<file path="src/rtl/riscv_monitor_pkg.sv">
// Shared types for the RISC-V test-completion monitor: FSM states and jump-trace record.
// Trace fields are sized for the widest supported core (XLEN <= 64); narrower cores zero-extend.
package riscv_monitor_pkg;

    localparam int TRACE_XLEN_MAX = 64;

    typedef enum logic [1:0] {
        ST_RUN,
        ST_DRAIN,
        ST_DONE,
        ST_TIMEOUT
    } mon_state_t;

    typedef struct packed {
        logic [TRACE_XLEN_MAX-1:0] src;
        logic [TRACE_XLEN_MAX-1:0] dst;
    } trace_rec_t;

endpackage

</file>
<file path="src/rtl/trace_ring_buffer.sv">
// Ring buffer with show-ahead head; a push while full overwrites the oldest entry and sets sticky overflow.
// Head reflects a push or pop one cycle later; never backpressures the writer, and pops while empty are dropped.
module trace_ring_buffer #(
    parameter int DEPTH = 16,
    parameter int WIDTH = 64
) (
    input  logic                   clk,
    input  logic                   rstn,
    input  logic                   push,
    input  logic [WIDTH-1:0]       push_dat,
    input  logic                   pop,
    output logic [WIDTH-1:0]       head,
    output logic                   empty,
    output logic [$clog2(DEPTH):0] count,
    output logic                   overflow
);
    localparam int AW = $clog2(DEPTH);
    localparam int CW = AW + 1;

    logic [WIDTH-1:0] mem [DEPTH];
    logic [AW-1:0]    wr_ptr;
    logic [AW-1:0]    rd_ptr;
    logic             full;
    logic             pop_ok;

    assign full   = (count == CW'(DEPTH));
    assign empty  = (count == '0);
    assign pop_ok = pop && !empty;
    // Gate with empty so stale storage never leaks onto the read port.
    assign head   = empty ? '0 : mem[rd_ptr];

    always_ff @(posedge clk) begin
        if (push) mem[wr_ptr] <= push_dat;
    end

    always_ff @(posedge clk or negedge rstn) begin
        if (!rstn) begin
            wr_ptr   <= '0;
            rd_ptr   <= '0;
            count    <= '0;
            overflow <= 1'b0;
        end else begin
            if (push) wr_ptr <= wr_ptr + AW'(1);
            // On full push+pop the slot freed by the pop receives the new entry.
            if (pop_ok || (push && full)) rd_ptr <= rd_ptr + AW'(1);
            if (push && full && !pop_ok) overflow <= 1'b1;
            if (push && !pop_ok && !full) begin
                count <= count + CW'(1);
            end else if (pop_ok && !push) begin
                count <= count - CW'(1);
            end
        end
    end

endmodule

</file>
<file path="src/rtl/riscv_test_monitor.sv">
// Watches writeback for the done/pass signature, enforces a cycle timeout and traces jumps.
// Verdict lands DRAIN_CYCLES+1 cycles after the done write; inputs are never backpressured.
module riscv_test_monitor
    import riscv_monitor_pkg::*;
#(
    parameter int XLEN           = 32,
    parameter int TRACE_DEPTH    = 16,
    parameter int TIMEOUT_CYCLES = 1000,
    parameter int DRAIN_CYCLES   = 3,
    parameter int DONE_REG       = 26,
    parameter int PASS_REG       = 27,
    parameter int TNUM_REG       = 3,
    parameter int CNT_W          = 32
) (
    input  logic                         clk,
    input  logic                         rstn,
    input  logic                         wb_en,
    input  logic [4:0]                   wb_addr,
    input  logic [XLEN-1:0]              wb_data,
    input  logic                         retire,
    input  logic [XLEN-1:0]              pc,
    input  logic                         jump,
    input  logic [XLEN-1:0]              jump_addr,
    input  logic                         trace_rd_en,
    output logic [XLEN-1:0]              trace_src,
    output logic [XLEN-1:0]              trace_dst,
    output logic                         trace_empty,
    output logic [$clog2(TRACE_DEPTH):0] trace_count,
    output logic                         trace_overflow,
    output logic                         done,
    output logic                         pass,
    output logic                         timeout,
    output logic [XLEN-1:0]              fail_testnum,
    output logic [CNT_W-1:0]             cycle_count,
    output logic [CNT_W-1:0]             instret_count
);
    localparam int DW = (DRAIN_CYCLES > 0) ? $clog2(DRAIN_CYCLES + 1) : 1;

    mon_state_t      state;
    logic [DW-1:0]   drain_cnt;
    logic [XLEN-1:0] pass_sh;
    logic [XLEN-1:0] tnum_sh;
    logic            active;
    logic            wr_ok;
    logic            done_wr;
    logic            expire;
    trace_rec_t      push_rec;
    trace_rec_t      head_rec;

    assign active   = (state == ST_RUN) || (state == ST_DRAIN);
    assign wr_ok    = active && wb_en && (wb_addr != 5'd0);
    assign done_wr  = wr_ok && (wb_addr == 5'(DONE_REG)) && (wb_data == XLEN'(1));
    assign expire   = (cycle_count == CNT_W'(TIMEOUT_CYCLES - 1));
    assign push_rec = '{src: TRACE_XLEN_MAX'(pc), dst: TRACE_XLEN_MAX'(jump_addr)};

    trace_ring_buffer #(
        .DEPTH (TRACE_DEPTH),
        .WIDTH ($bits(trace_rec_t))
    ) u_trace (
        .clk      (clk),
        .rstn     (rstn),
        .push     (jump && active),
        .push_dat (push_rec),
        .pop      (trace_rd_en),
        .head     (head_rec),
        .empty    (trace_empty),
        .count    (trace_count),
        .overflow (trace_overflow)
    );

    assign trace_src = XLEN'(head_rec.src);
    assign trace_dst = XLEN'(head_rec.dst);

    always_ff @(posedge clk or negedge rstn) begin
        if (!rstn) begin
            state         <= ST_RUN;
            drain_cnt     <= '0;
            pass_sh       <= '0;
            tnum_sh       <= '0;
            cycle_count   <= '0;
            instret_count <= '0;
            done          <= 1'b0;
            pass          <= 1'b0;
            timeout       <= 1'b0;
            fail_testnum  <= '0;
        end else begin
            if (active) begin
                if (cycle_count != '1) cycle_count <= cycle_count + CNT_W'(1);
                if (retire && (instret_count != '1)) instret_count <= instret_count + CNT_W'(1);
            end
            if (wr_ok && (wb_addr == 5'(PASS_REG))) pass_sh <= wb_data;
            if (wr_ok && (wb_addr == 5'(TNUM_REG))) tnum_sh <= wb_data;

            case (state)
                ST_RUN: begin
                    // Expiry is checked first so a coincident done write still times out.
                    if (expire) begin
                        state        <= ST_TIMEOUT;
                        done         <= 1'b1;
                        timeout      <= 1'b1;
                        pass         <= 1'b0;
                        fail_testnum <= tnum_sh;
                    end else if (done_wr) begin
                        state     <= ST_DRAIN;
                        drain_cnt <= DW'(DRAIN_CYCLES);
                    end
                end
                ST_DRAIN: begin
                    if (drain_cnt == '0) begin
                        state        <= ST_DONE;
                        done         <= 1'b1;
                        pass         <= (pass_sh == XLEN'(1));
                        fail_testnum <= tnum_sh;
                    end else begin
                        drain_cnt <= drain_cnt - DW'(1);
                    end
                end
                default: ;
            endcase
        end
    end

endmodule

</file>
<file path="config.mk">
export PLATFORM = sky130hd
export DESIGN_NAME = riscv_test_monitor
export DESIGN_NICKNAME = d
export VERILOG_FILES = /design/src/rtl/riscv_monitor_pkg.sv /design/src/rtl/trace_ring_buffer.sv /design/src/rtl/riscv_test_monitor.sv
export SDC_FILE = /design/constraint.sdc
export NUM_CORES = 1
export LEC_CHECK = 0
export ABC_AREA = 1
export CAP_MARGIN = 10
export CORE_MARGIN = 4
export CORE_UTILIZATION = 64
export DETAILED_ROUTE_END_ITERATION = 10
export GPL_TIMING_DRIVEN = 1
export MAX_ROUTING_LAYER = met4
export PLACE_DENSITY = 0.82
export SYNTH_ARGS = -nofsm -noshare
export SYNTH_HDL_FRONTEND = slang
export SYNTH_HIERARCHICAL = 1
export SYNTH_SLANG_ARGS = --single-unit
</file>
<file path="constraint.sdc">
create_clock -name clk -period 9.93 [get_ports clk]
set_input_delay 1.986 -clock clk [delete_from_list [all_inputs] [get_ports clk]]
set_output_delay 1.986 -clock clk [all_outputs]
set_load 0.05 [all_outputs]
</file>
======== Yosys cells after proc, flatten, opt, wreduce, memory -nomap -nowiden ========
Memories as Yosys holds them, arrays and structs flattened.
Cells that the tools add are included.
storage, ports and cells
  memories ................................ 1
  bits in read-only memories .............. 0
  bits in latches ......................... 0
  memory bits (writable) .................. 1024
  flip-flop bits (word level) ............. 181
  word-level logic and storage cells ...... 92
  output and inout bits ................... 170
cells by class
  bitwise gates (word level) .............. 0
  $mul .................................... 0
  reduce and logical (&&, ||, !) cells .... 32
  muxes and demuxes ....................... 22
  equal/unequal tests ..................... 16
  add/subtract/negate cells ............... 7
  divide/modulo/power cells ............... 0
  shift operators ......................... 0
  $lt $le $gt $ge ......................... 0
memory list
  name         depth  width  read ports  clocked after memory_dff  write ports  line                     RTL
  u_trace.mem  16     64     1           0                         1            trace_ring_buffer.sv:20  logic [WIDTH-1:0] mem [DEPTH];
operator list
  cell                   count
  $mux 96                1
  $add 32x1->32 const B  2
  $eq 32x1->1 const B    2
  $mux 32                2
  $ne 32x32->1 const B   2
  $pmux 32 s2            1
  $eq 32x10->1 const B   1
  $eq 5x5->1 const B     3
  $logic_and 1x1->1      14
  $mux 2                 6
  $mux 5                 2
  $add 4x1->4 const B    2
  $ne 2x2->1 const B     4
  $pmux 2 s2             2
  $mux 1                 6
  $reduce_and 2->1       3
  $reduce_and 3->1       2
  $add 5x1->5 const B    1
  $eq 5x2->1 const B     1
  $logic_not 5->1        1
  $reduce_bool 5->1      1
  $sub 5x1->5 const B    1
  $logic_not 1->1        4
  $logic_not 2->1        2
  other kinds (8)        11

======== Longest topological paths before layout ========
Gate-level depths: netlist of the first run.
  depth after elaboration ................. 9
  depth in mapped cells ................... 12
  depth with buffers taken out ............ 12

======== Cells and area by module ========
The synthesis of the first run kept the hierarchy.
modules (own cells, without submodules)
  module              cells each  area an instance (um^2)  instances  sequential area each (um^2)
  trace_ring_buffer   8103        86719.4                  1          61849.3
  riscv_test_monitor  1145        8552.0                   1          4179.0

======== Worst setup path after synthesis of the first run ========
Ideal clock, no wire load.
  path type ............................... input -> register
  start point ............................. input port jump
  end point ............................... memory u_trace.mem[22][0], in the netlist u_trace/mem[11][0] (enable)
  arrival time ............................ 7.942 ns
  stages .................................. 5
  path slack .............................. 1.372 ns
  buffers on the path ..................... 1
  required time ........................... 9.313 ns
  setup time .............................. 0.617 ns
  cell sequence ........................... inv_1 > nor2_1 > clkbuf_1 > nand2_1 > nor2_1
between the ends
  cells in the longest elaborated chain, start to end .. 3
RTL lines
  item                          line                      RTL
  start, declared               riscv_test_monitor.sv:22  input logic jump,
  $logic_and 1x1->1             riscv_test_monitor.sv:62  .push (jump && active),
  $mux 1                        trace_ring_buffer.sv:33   if (push) mem[wr_ptr] <= push_dat;
  $mux 1 (not written as such)  trace_ring_buffer.sv:33
  end, declared                 trace_ring_buffer.sv:20
No other way between the ends.

======== Final worst setup path of the first run ========
  start point ............................. register u_trace.rd_ptr[0]
  end point ............................... output port trace_src[26]
between the ends
  cells in the longest elaborated chain, start to end .. 2
RTL lines
  item                    line                      RTL
  start, declared         trace_ring_buffer.sv:22   logic [AW-1:0] rd_ptr;
  start signal, assigned  trace_ring_buffer.sv:45   if (pop_ok || (push && full)) rd_ptr <= rd_ptr + AW'(1);
  $mem_v2 16x64           --
  $mux 96                 trace_ring_buffer.sv:30   assign head = empty ? '0 : mem[rd_ptr];
  end, declared           riscv_test_monitor.sv:25  output logic [XLEN-1:0] trace_src,
No other way between the ends.

==> flow_summary.ini, run 1 <==
[grt]
grt_usage_pct = 30.9
grt_pass1_wl_mm = 202
grt_max_degree = 193
grt_pass1_vias = 36800
grt.overflow.total = 0
antenna_found_initial = 13

[critical_path]
worstPathCellList = buf_4 -> buf_4 -> nand2_1 -> nand2_1 -> nand2_1 -> nand3_1 -> nand3_1 -> a21oi_1 -> clkdlybuf4s50_1
crit_type = reg -> out
cp_slowest_cell = buf_4
start_kind = register
end_kind = output pin
path_delay_family = buffers and inverters
slowest_delay_ns = 0.97
path_buf_inv = 3
crit_arrival_ns = 5.47
worst_ep_required_time_ns = 7.94
path_max_fanout = 99
crit_path_frequent_cell = nand2_1

[timing]
setup_ws_ns = 2.47
setup_viol = 0
rsz0062_at_grt = false
finClkSkew_ns = 0.0580
drv_slew = 0
finalSetupTns_ns = 0
hold_slack_ns = 0.467
max_slew_margin_pct = 20.3
min_period_ns = 7.46
tightest_slew_ns = 1.19
finalHoldViolations = 0
period_share_pct = 75.1
timing.fmax_mhz = 134

[final_layout]
area_growth_pct = 12.7
num-fill-cells = 5416
regArea_um2 = 35300
layout-drive-gt1-share_pct = 4.54
utilization_pct = 72.7
nNetsFinal = 5558
multiInputGateArea_um2 = 13700

[die]
rows = 105
fp.dieArea_um2 = 87100
io_pins = 277
die_h_um = 295
die_x_um = 295
start_util_pct = 64.5
core_um2 = 81800

[min_path]
hold_class = reg -> reg

[clocking]
clkTransAtPathRegs_ns = 0.06
clk_path_buf_depth = 3
postCtsSetupBuffers = 0
cts_sinks = 1205
ctsResizeCount = 0
cts_tree = done
cts_root_buffer = clkbuf_16
clk_latency_ns = 0.69
numCtsBuffers = 116
cts-hold-fix-buffers = 0
htreeDepth = 3

[power_and_ir_drop]
irDropWorstVdd_mv = 0.262
total_power_uw = 15400
powerDensity_nw_per_um2 = 259
p_leak_uw = 0.0249

[placement]
dpl.hpwl_mm = 69.9
dp_slack_ns = 3.38
gp_congestion = 0.920
io_buffers = 276

[run]
drv_cap = 0

[routing]
drtIter0Drc = 4519
totalWireLength_mm = 132
num_vias = 37900
first_pass_iters = 8
post-route-drc-count = 0
avgViaCountPerCell = 5.73
wl_per_cell_um = 20.0
ant_nets = 0

[status]
status = finished clean

[logic_synthesis]
syn_area_um2 = 52800
postSynthCellCount = 5350
synth_area_per_cell_um2 = 9.87
yosysWarnings = 6
syn-num-nets = 5469
per-layer routing:
metal | vias up | GRT usage, % | wire length, µm
li1 | 17500 | - | -
met1 | 18000 | 39.3 | 48600
met2 | 2156 | 50.8 | 65300
met3 | 334 | 4.45 | 13700
met4 | 0 | 12.5 | 4650
met5 | - | - | 0
cells in the final DEF, fill, tap and decap left out, types with 39 or more instances in the layout:
cell type	instances
o21ai_0	88
inv_1	615
edfxtp_1	1024
dfrtp_1	177
clkbuf_1	39
clkdlybuf4s50_1	275
buf_4	47
nand3_1	716
nor2_1	133
nand2_1	2003
clkbuf_16	119
a21oi_1	66
per-stage QoR:
| step | std cells | cell area (µm²) |
|---|---|---|
| 2_1_floorplan | 5350 | 52800 |
| 3_3_place_gp | 6391 | 55800 |
| 3_5_place_dp | 6391 | 55800 |
| 4_1_cts | 6602 | 59400 |
| 5_1_grt | 6614 | 59500 |
| 6_report | 6614 | 59500 |
state kept, by name (all words and copies together), names as in the netlist, 4 cells and up:
signal and flops:
u_trace/count 5, u_trace/rd_ptr 4, tnum_sh 32, cycle_count 32, fail_testnum 32, pass_sh 32
instret_count 32, u_trace/wr_ptr 4, u_trace/mem 1024
final timing paths:
check	cells after the start	end	startpoint	slack (ns)
worst max-delay path	9	trace_src[26]	u_trace/rd_ptr[0]	2.47
worst min-delay path	2	fail_testnum[18]	fail_testnum[18]	0.47
worst max register to register	5	u_trace/mem[4][91]	state[1]	6.48
worst min register to register	2	fail_testnum[18]	fail_testnum[18]	0.47
max in group asynchronous	3	tnum_sh[3]	rstn	6.62
min in group asynchronous	1	instret_count[24]	rstn	1.32
worst min-delay path: stages, from the launching register on:
cell and delay [ns]:
dfrtp_1 0.34, nand2_1 0.05, nand2_1 0.04
where the power goes:
group / internal, µW / switching (µW)
logic: 1550 / 3930
clock network: 2370 / 1820
registers: 5520 / 195
total: 9440 / 5940
area by class of cell:
class	instances	area share, %
Multi-Input combinational cell	3168	23.0
Antenna cell	12	0.0505
Clock buffer	164	5.39
Sequential cell	1205	59.3
Timing Repair Buffer	324	5.27
Clock inverter	47	0.688
Tap cell	1070	2.25
Inverter	624	3.98
No activity file was read; power rests on OpenSTA's default activity.
==> inputs of run 2 (changes only) <==
Settings changed: CORE_UTILIZATION 64 to 58, PLACE_DENSITY 0.82 to 0.79.
Clock period 9.93 ns to 6.8 ns, I/O delays scaled along.
==> run 2 against run 1 <==
Hold slack worse by 0.0083 ns. Clock-buffer cell count down 22. Total power increased by 50%. Critical path depth shrank 2. Sequential power increased by 45%. Sequential cell count unchanged. Setup slack got worse by 1.5 ns. Combinational power is 47% higher. Cell count increased by 1.8%. Core utilization down 5.9 points. Largest cell class unchanged.
==> flow_summary.ini, run 2 (synthesis gave the netlist of run 1 again) <==
[routing]
totalWireLength_mm = 132
post-route-drc-count = 0
num_vias = 37700
ant_nets = 0
first_pass_iters = 7
drtIter0Drc = 4204
wl_per_cell_um = 19.6
avgViaCountPerCell = 5.60

[critical_path]
r2r_slack_ns = 3.13
path_max_fanout = 136
crit_type = reg -> out
crit_arrival_ns = 4.48
cp.depth = 7
path_delay_family = buffers and inverters
end_kind = output pin
crit_path_frequent_cell = nand3_1
r2r-start = state[1]
cp_slowest_cell = clkdlybuf4s50_1
start_kind = register
r2r_end = u_trace/mem[12][12]
reg2reg_depth = 4
path_buf_inv = 3
worstPathCellList = inv_8 -> buf_4 -> nand3_1 -> nand3_1 -> nand3_1 -> a21oi_1 -> clkdlybuf4s50_1
slowest_delay_ns = 0.89
worst_ep_required_time_ns = 5.44

[timing]
period_share_pct = 85.9
drv_slew = 0
rsz0062_at_grt = false
max_slew_margin_pct = 4.81
timing.fmax_mhz = 171
hold_slack_ns = 0.459
finalHoldViolations = 0
finalSetupTns_ns = 0
finClkSkew_ns = 0.0275
setup_viol = 0
min_period_ns = 5.84
tightest_slew_ns = 1.43

[die]
start_util_pct = 58.5
core_um2 = 90100
die_h_um = 310
die_x_um = 310
io_pins = 277
fp.dieArea_um2 = 95900
rows = 110

[clocking]
clk_path_buf_depth = 3
cts_root_buffer = clkbuf_16
cts_tree = done
clk_latency_ns = 0.72
cts-hold-fix-buffers = 0
htreeDepth = 3
postCtsSetupBuffers = 0
clkTransAtPathRegs_ns = 0.06
cts_sinks = 1205
numCtsBuffers = 118
ctsResizeCount = 0

[grt]
grt.overflow.total = 0
grt_pass1_wl_mm = 202
grt_max_degree = 206
antenna_found_initial = 6
grt_pass1_vias = 36600
grt_usage_pct = 28.0

[final_layout]
top_register = u_trace/mem
layout-drive-gt1-share_pct = 5.12
finalNonFillerCells = 6733
area_growth_pct = 14.0
nNetsFinal = 5566
final_common_cell = nand2_1
final_cell_mix = nand2_1 (2003), edfxtp_1 (1024), nand3_1 (716), inv_1 (615), clkdlybuf4s50_1 (275)
num-fill-cells = 6439
largest_reg_flops = 1024

[placement]
numPlacedInstances = 6503
gp_congestion = 0.922
dpl.hpwl_mm = 71.0
io_buffers = 276

[power_and_ir_drop]
irDropWorstVdd_mv = 0.385
p_leak_uw = 0.0251
powerDensity_nw_per_um2 = 382

[min_path]
min_to = done
holdCritStartpoint = done
hold_class = reg -> reg
min_path_cells = 2

[status]
status = finished clean

[run]
drv_cap = 0
run 2: power breakdown:
part | leakage (µW) | switching (µW) | total, µW | internal, µW
Clock | 0.00192 | 2820 | 6620 | 3810
Combinational | 0.0115 | 5770 | 8080 | 2300
Sequential | 0.0117 | 237 | 8300 | 8060
run 2: layer usage:
metal | up-vias | track usage (%) | part of all wire (%)
li1 | 17500 | - | -
met1 | 17900 | 35.3 | 38
met2 | 1908 | 45.6 | 48
met3 | 374 | 4.85 | 9.8
met4 | 0 | 11.2 | 3.9
met5 | - | - | 0
run 2: worst reg2reg max path: cells and delay by family, from the launching register on:
| family | cells | cell delay [ns] |
|---|---|---|
| AND/OR/NAND/NOR | 3 | 2.14 |
| buffers and inverters | 1 | 0.65 |
| flip-flops | 1 | 0.49 |
run 2: metrics by stage:
stage / setup WS [ns] / util (%) / power [µW] / area [µm²]
after global placement: 1.77 / 62.3 / 16300 / 56200
final: 0.957 / 66.8 / 23000 / 60200
after detailed placement: 1.75 / 62.3 / 16400 / 56200
after CTS: 0.969 / 66.7 / 23000 / 60200
after global routing: 0.828 / 66.8 / 24000 / 60200
after floorplan: 1.64 / - / 14000 / 52800
run 2: worst max-delay path by stage:
stage / start / end / slack (ns)
2_1_floorplan: jump / u_trace/mem[11][0] / 1.64
3_3_place_gp: u_trace/rd_ptr[1] / trace_dst[15] / 1.77
3_5_place_dp: u_trace/rd_ptr[1] / trace_src[11] / 1.75
4_1_cts: u_trace/rd_ptr[1] / trace_src[11] / 0.97
5_1_grt: u_trace/rd_ptr[1] / trace_src[11] / 0.83
6_report: u_trace/rd_ptr[1] / trace_src[11] / 0.96
run 2: layout make-up:
class	count	area [µm²]	area share, %
diodes	6	15.0	0.0249
clock buffers	142	3070	5.11
clock inverters	82	900	1.49
inverters	624	2370	3.93
multi-input cells	3168	13700	22.8
flip-flops and latches	1205	35300	58.6
well taps	1176	1470	2.44
repair buffers	330	3370	5.60
